### src/rtl/pattern_sequencer.sv
// -----------------------------------------------------------------------------
// pattern_sequencer
//
// Selects which test pattern a downstream generator draws. It changes only at
// frame boundaries, so a frame is never shown half in one pattern and half in
// another. The pattern can be stepped manually with the Next/Prev pulses,
// which wait for the next frame start, or advanced automatically every
// i_Frames_Per_Pattern frames.
//
// Parameters
//   FIRST_PATTERN        lowest pattern index in the cycle
//   LAST_PATTERN         highest pattern index in the cycle
//                        (FIRST_PATTERN < LAST_PATTERN <= 15)
//
// Ports
//   i_Clk                system/pixel clock; all logic on its rising edge
//   i_Rst                synchronous active-high reset
//   i_VSync              raw vertical sync; a rising edge marks frame start
//   i_Next / i_Prev      single-cycle step pulses, already debounced
//   i_Auto_En            level, enables timed auto-advance
//   i_Frames_Per_Pattern auto-advance dwell in frames (0 = no auto-advance)
//   o_Pattern            pattern select (0 until the first frame start)
//   o_Frame_Start        one-cycle pulse, the cycle after a frame start
//   o_Pending            a manual step is waiting for the next frame start
// -----------------------------------------------------------------------------
module pattern_sequencer #(
    parameter int FIRST_PATTERN = 1,
    parameter int LAST_PATTERN  = 6
) (
    input  logic       i_Clk,
    input  logic       i_Rst,
    input  logic       i_VSync,
    input  logic       i_Next,
    input  logic       i_Prev,
    input  logic       i_Auto_En,
    input  logic [7:0] i_Frames_Per_Pattern,
    output logic [3:0] o_Pattern,
    output logic       o_Frame_Start,
    output logic       o_Pending
);

    localparam logic [1:0] ST_BLANK   = 2'd0;
    localparam logic [1:0] ST_SHOW    = 2'd1;
    localparam logic [1:0] ST_PENDING = 2'd2;

    localparam logic [3:0] FIRST_P = 4'(FIRST_PATTERN);
    localparam logic [3:0] LAST_P  = 4'(LAST_PATTERN);

    logic [1:0] state;
    logic       vsync_q;
    logic [7:0] frame_count;
    logic       dir_next;      // latched direction: 1 = next, 0 = prev

    logic       frame_start_det;
    logic       single_pulse;
    logic       auto_active;
    logic       dwell_done;
    logic [3:0] pattern_inc;
    logic [3:0] pattern_dec;

    assign frame_start_det = i_VSync & ~vsync_q;
    // Next and Prev together cancel each other out and are ignored.
    assign single_pulse    = i_Next ^ i_Prev;
    assign auto_active     = i_Auto_En && (i_Frames_Per_Pattern != 8'd0);
    // Compare with >= so that lowering the dwell below the current count
    // still advances at the next frame start instead of counting to 255.
    assign dwell_done      = ({1'b0, frame_count} + 9'd1) >= {1'b0, i_Frames_Per_Pattern};
    assign pattern_inc     = (o_Pattern == LAST_P)  ? FIRST_P : o_Pattern + 4'd1;
    assign pattern_dec     = (o_Pattern == FIRST_P) ? LAST_P  : o_Pattern - 4'd1;

    assign o_Pending       = (state == ST_PENDING);

    // NOTE: every register here is assigned with <= so that all of them see
    // the pre-edge values; a later assignment in the block overrides an
    // earlier one (used for the frame-counter clear at the bottom).
    always_ff @(posedge i_Clk) begin
        if (i_Rst) begin
            state         <= ST_BLANK;
            vsync_q       <= 1'b0;
            o_Frame_Start <= 1'b0;
            o_Pattern     <= 4'd0;
            frame_count   <= 8'd0;
            dir_next      <= 1'b0;
        end else begin
            vsync_q       <= i_VSync;
            o_Frame_Start <= frame_start_det;

            case (state)
                ST_BLANK: begin
                    if (frame_start_det) begin
                        state     <= ST_SHOW;
                        o_Pattern <= FIRST_P;
                    end
                end

                ST_SHOW: begin
                    if (frame_start_det && auto_active) begin
                        if (dwell_done) begin
                            o_Pattern   <= pattern_inc;
                            frame_count <= 8'd0;
                        end else begin
                            frame_count <= frame_count + 8'd1;
                        end
                    end
                    // A pulse on the frame-start cycle counts as arriving
                    // after that frame start, so it waits for the next one.
                    if (single_pulse) begin
                        state    <= ST_PENDING;
                        dir_next <= i_Next;
                    end
                end

                ST_PENDING: begin
                    if (frame_start_det) begin
                        // Manual step wins over auto-advance on this frame.
                        o_Pattern   <= dir_next ? pattern_inc : pattern_dec;
                        frame_count <= 8'd0;
                        if (single_pulse) begin
                            dir_next <= i_Next;
                        end else begin
                            state <= ST_SHOW;
                        end
                    end else if (single_pulse && (i_Next != dir_next)) begin
                        // Opposite direction cancels; same direction does
                        // not accumulate.
                        state <= ST_SHOW;
                    end
                end

                default: state <= ST_BLANK;
            endcase

            if (!auto_active) begin
                frame_count <= 8'd0;
            end
        end
    end

endmodule

### config.mk
export PLATFORM = sky130hd
export DESIGN_NAME = pattern_sequencer
export DESIGN_NICKNAME = d
export VERILOG_FILES = /design/src/rtl/pattern_sequencer.sv
export SDC_FILE = /design/constraint.sdc
export NUM_CORES = 1
export LEC_CHECK = 0
export CAP_MARGIN = 20
export CELL_PAD_IN_SITES_DETAIL_PLACEMENT = 1
export CELL_PAD_IN_SITES_GLOBAL_PLACEMENT = 1
export CORE_MARGIN = 4
export CORE_UTILIZATION = 40
export DETAILED_ROUTE_END_ITERATION = 12
export HOLD_SLACK_MARGIN = 0.15
export PLACE_DENSITY_LB_ADDON = 0.08
export SKIP_LAST_GASP = 1
export SYNTH_ARGS = -nofsm -noshare
export SYNTH_HDL_FRONTEND = slang
export SYNTH_SLANG_ARGS = --single-unit
### constraint.sdc
create_clock -name i_Clk -period 5.65 [get_ports i_Clk]
set_clock_uncertainty 0.05 [all_clocks]
set_input_delay 1.4125 -clock i_Clk [delete_from_list [all_inputs] [get_ports i_Clk]]
set_output_delay 1.4125 -clock i_Clk [all_outputs]
set_load 0.02 [all_outputs]
==> results.py <==
metrics = {
    "sta": {
        "setup_violations": 0,
        "holdWs_ns": 0.427,
        "hold_viol": 0,
        "setup_ws_ns": 2.47,
        "finalCritPeriodShare_pct": 56.4,
        "slew_headroom_pct": 40.2,
        "fmax_ghz": 0.314,
        "finalSetupTns_ns": 0,
        "tightest_slew_ns": 0.889,
        "slew_viol_final": 0,
        "rsz0062_at_grt": "false",
        "min_period_ns": 3.18,
    },
    "setup_path": {
        "cp.required_ns": 4.19,
        "endpoint_kind": "output port",
        "crit_type": "flop to output port",
        "worstSetupStartpointType": "flop",
        "cp.arrival_ns": 1.72,
        "cp_max_fo": 8,
    },
    "detailed_routing": {
        "drc": 0,
        "drt-pass1-iter-count": 3,
        "routed_via_density": 5.46,
        "drtIter0Drc": 52,
        "vias": 1332,
        "wl_per_cell_um": 14.4,
        "drt_wl_total_um": 3510,
        "ant_nets": 0,
    },
    "clock_tree": {
        "clk_latency_ns": 0.25,
        "cts_tree": "built",
        "cts_hold_buf": 0,
        "cts-resized-gates": 0,
        "clk_pin_slew_worst_paths_ns": 0.06,
        "post-cts-setup-buffers": 0,
        "cts.sinks": 17,
        "cts_buffer_depth": 2,
        "htreeDepth": 1,
        "root_buffer": "clkbuf_8",
        "cts-buffers-inserted": 3,
    },
    "floorplanning": {
        "core_um2": 3470,
        "start_util_pct": 42.9,
        "boundaryPins": 20,
        "rows": 21,
        "die_w_um": 69.0,
        "die_area_um2": 4760,
        "die_y_um": 69.0,
    },
    "layout": {
        "nFillCells": 450,
        "final_cell_mix": "clkdlybuf4s50_1 (19), inv_1 (18), ha_1 (17), dfxtp_1 (17), nand2_1 (12)",
        "multi_input_area_um2": 1050,
        "mostFrequentLayoutCell": "clkdlybuf4s50_1",
        "final_nets": 230,
        "seqCellArea_um2": 340,
        "antenna_cells": 0,
        "drive_gt1_share_pct": 9.09,
        "syn_to_final_growth_pct": 17.8,
        "fin_util_pct": 50.5,
    },
    "place": {
        "portBuffers": 19,
        "gp_congestion": 0.835,
        "dpl.hpwl_um": 2840,
        "place_ws_ns": 2.26,
    },
    "yosys": {
        "synth.distinct_cells": 51,
        "ys.flop_type": "dfxtp_1",
        "synth_top_cell_by_area": "dfxtp_1",
        "synthTopCellsByArea": "dfxtp_1 (23%), ha_1 (14%), inv_1 (4.5%), mux2i_1 (4.0%), o21ai_0 (3.4%)",
        "ys_ff_latch": 17,
        "synth-async-reset-ratio_pct": 0,
        "yosysTopAreaCellShare_pct": 22.9,
        "avgSynthCellArea_um2": 8.21,
        "yosys_warnings": 0,
        "syn_nets": 212,
        "synth-seq-area-share_pct": 22.9,
        "synth_area_um2": 1490,
        "synth_cells": 181,
        "synth-edff-count": 0,
    },
    "worst_hold_path": {
        "hp-class": "flop to flop",
    },
    "power": {
        "p_leak_nw": 0.730,
        "total_power_mw": 0.477,
        "powerDensity_nw_per_um2": 272,
        "irDropWorstVdd_v": 0.000187,
    },
    "flow_run": {
        "maxCapViolCount": 0,
    },
    "global_route": {
        "grt_pass1_vias": 1313,
        "grt_pass1_wl_um": 6230,
        "track_usage_pct": 17.1,
        "grt_max_degree": 18,
        "grt_overflow": 0,
        "antenna_found_initial": 0,
    },
    "run_status": {
        "status": "complete, no violations",
    },
}
-- report_power, final --
| group | switching [mW] | internal, mW |
|---|---|---|
| clock | 0.0405 | 0.0500 |
| sequential | 0.0211 | 0.132 |
| combinational | 0.128 | 0.105 |
-- state kept, by name, indices dropped and copies added (netlist names) --
register / cells
dir_next: 1
frame_count: 8
o_Frame_Start: 1
o_Pattern: 4
state: 2
vsync_q: 1
-- path summary, 6_finish.rpt --
kind                               startpoint                   endpoint  slack, ns  cells after the start
setup reg to reg  frame_count[2]$_SDFFE_PP0P_  o_Pattern[3]$_SDFFE_PP0P_       2.92                     10
setup / recovery        state[0]$_SDFFE_PP0P_                  o_Pending       2.47                      3
hold reg to reg            vsync_q$_SDFF_PP0_   o_Frame_Start$_SDFF_PP0_       0.43                      1
hold / removal             vsync_q$_SDFF_PP0_   o_Frame_Start$_SDFF_PP0_       0.43                      1
-- metal layers --
metal | global-route usage, % | share of wire (%) | vias to the layer above
li1 | - | - | 683
met1 | 21.1 | 48 | 634
met2 | 31.0 | 50 | 11
met3 | 3.08 | 1.9 | 4
met4 | 2.92 | 0.48 | 0
met5 | 0 | 0 | -
-- cells by family (layout without fill, tap and decap cells) --
kind of cell | Yosys count | in the layout | share of synthesized area (%)
xor gates and xnor gates | 5 | 5 | 2.95
adders and majority gates | 17 | 17 | 14.3
AOI/OAI and AO/OA | 48 | 48 | 24.7
and+or+nand+nor | 64 | 64 | 24.7
muxes | 6 | 6 | 4.04
DFF | 17 | 17 | 22.9
buffers and inverters | 24 | 41 | 6.40
-- per-stage QoR --
stage | instance area [um2] | cells
2_1_floorplan | 1490 | 181
3_3_place_gp | 1710 | 240
3_5_place_dp | 1710 | 240
4_1_cts | 1750 | 244
5_1_grt | 1750 | 244
6_report | 1750 | 244
-- synthesized netlist by cell type (2+ instances only) --
| cell type | count |
|---|---|
| xor2_1 | 2 |
| o211ai_1 | 3 |
| a21oi_1 | 9 |
| nand3_1 | 8 |
| xnor2_1 | 3 |
| or2_2 | 3 |
| nand2b_1 | 7 |
| ha_1 | 17 |
| nor2b_1 | 5 |
| inv_1 | 18 |
| o2111ai_1 | 2 |
| a22o_1 | 4 |
| or4_4 | 2 |
| clkbuf_1 | 4 |
| nor2_1 | 11 |
| a211o_1 | 3 |
| dfxtp_1 | 17 |
| nand4b_1 | 2 |
| o21ai_0 | 10 |
| and3_1 | 2 |
| nand2_1 | 12 |
| and2_1 | 2 |
| nor3b_1 | 2 |
| mux2i_1 | 6 |
-- worst max-delay path, cell delays in order (launching register included) --
cell and delay, ns:
dfxtp_1 0.33, inv_1 0.11, ha_1 0.36, clkdlybuf4s50_1 0.67
-- area by class of cell --
cell class	instances	share of cell area [%]
multi-input combinational	140	60.0
sequential	17	19.4
timing repair buffer	19	10.9
inverter	18	3.86
tap	46	3.29
clock buffer	4	2.57
Power figures use the tool's default switching activity.
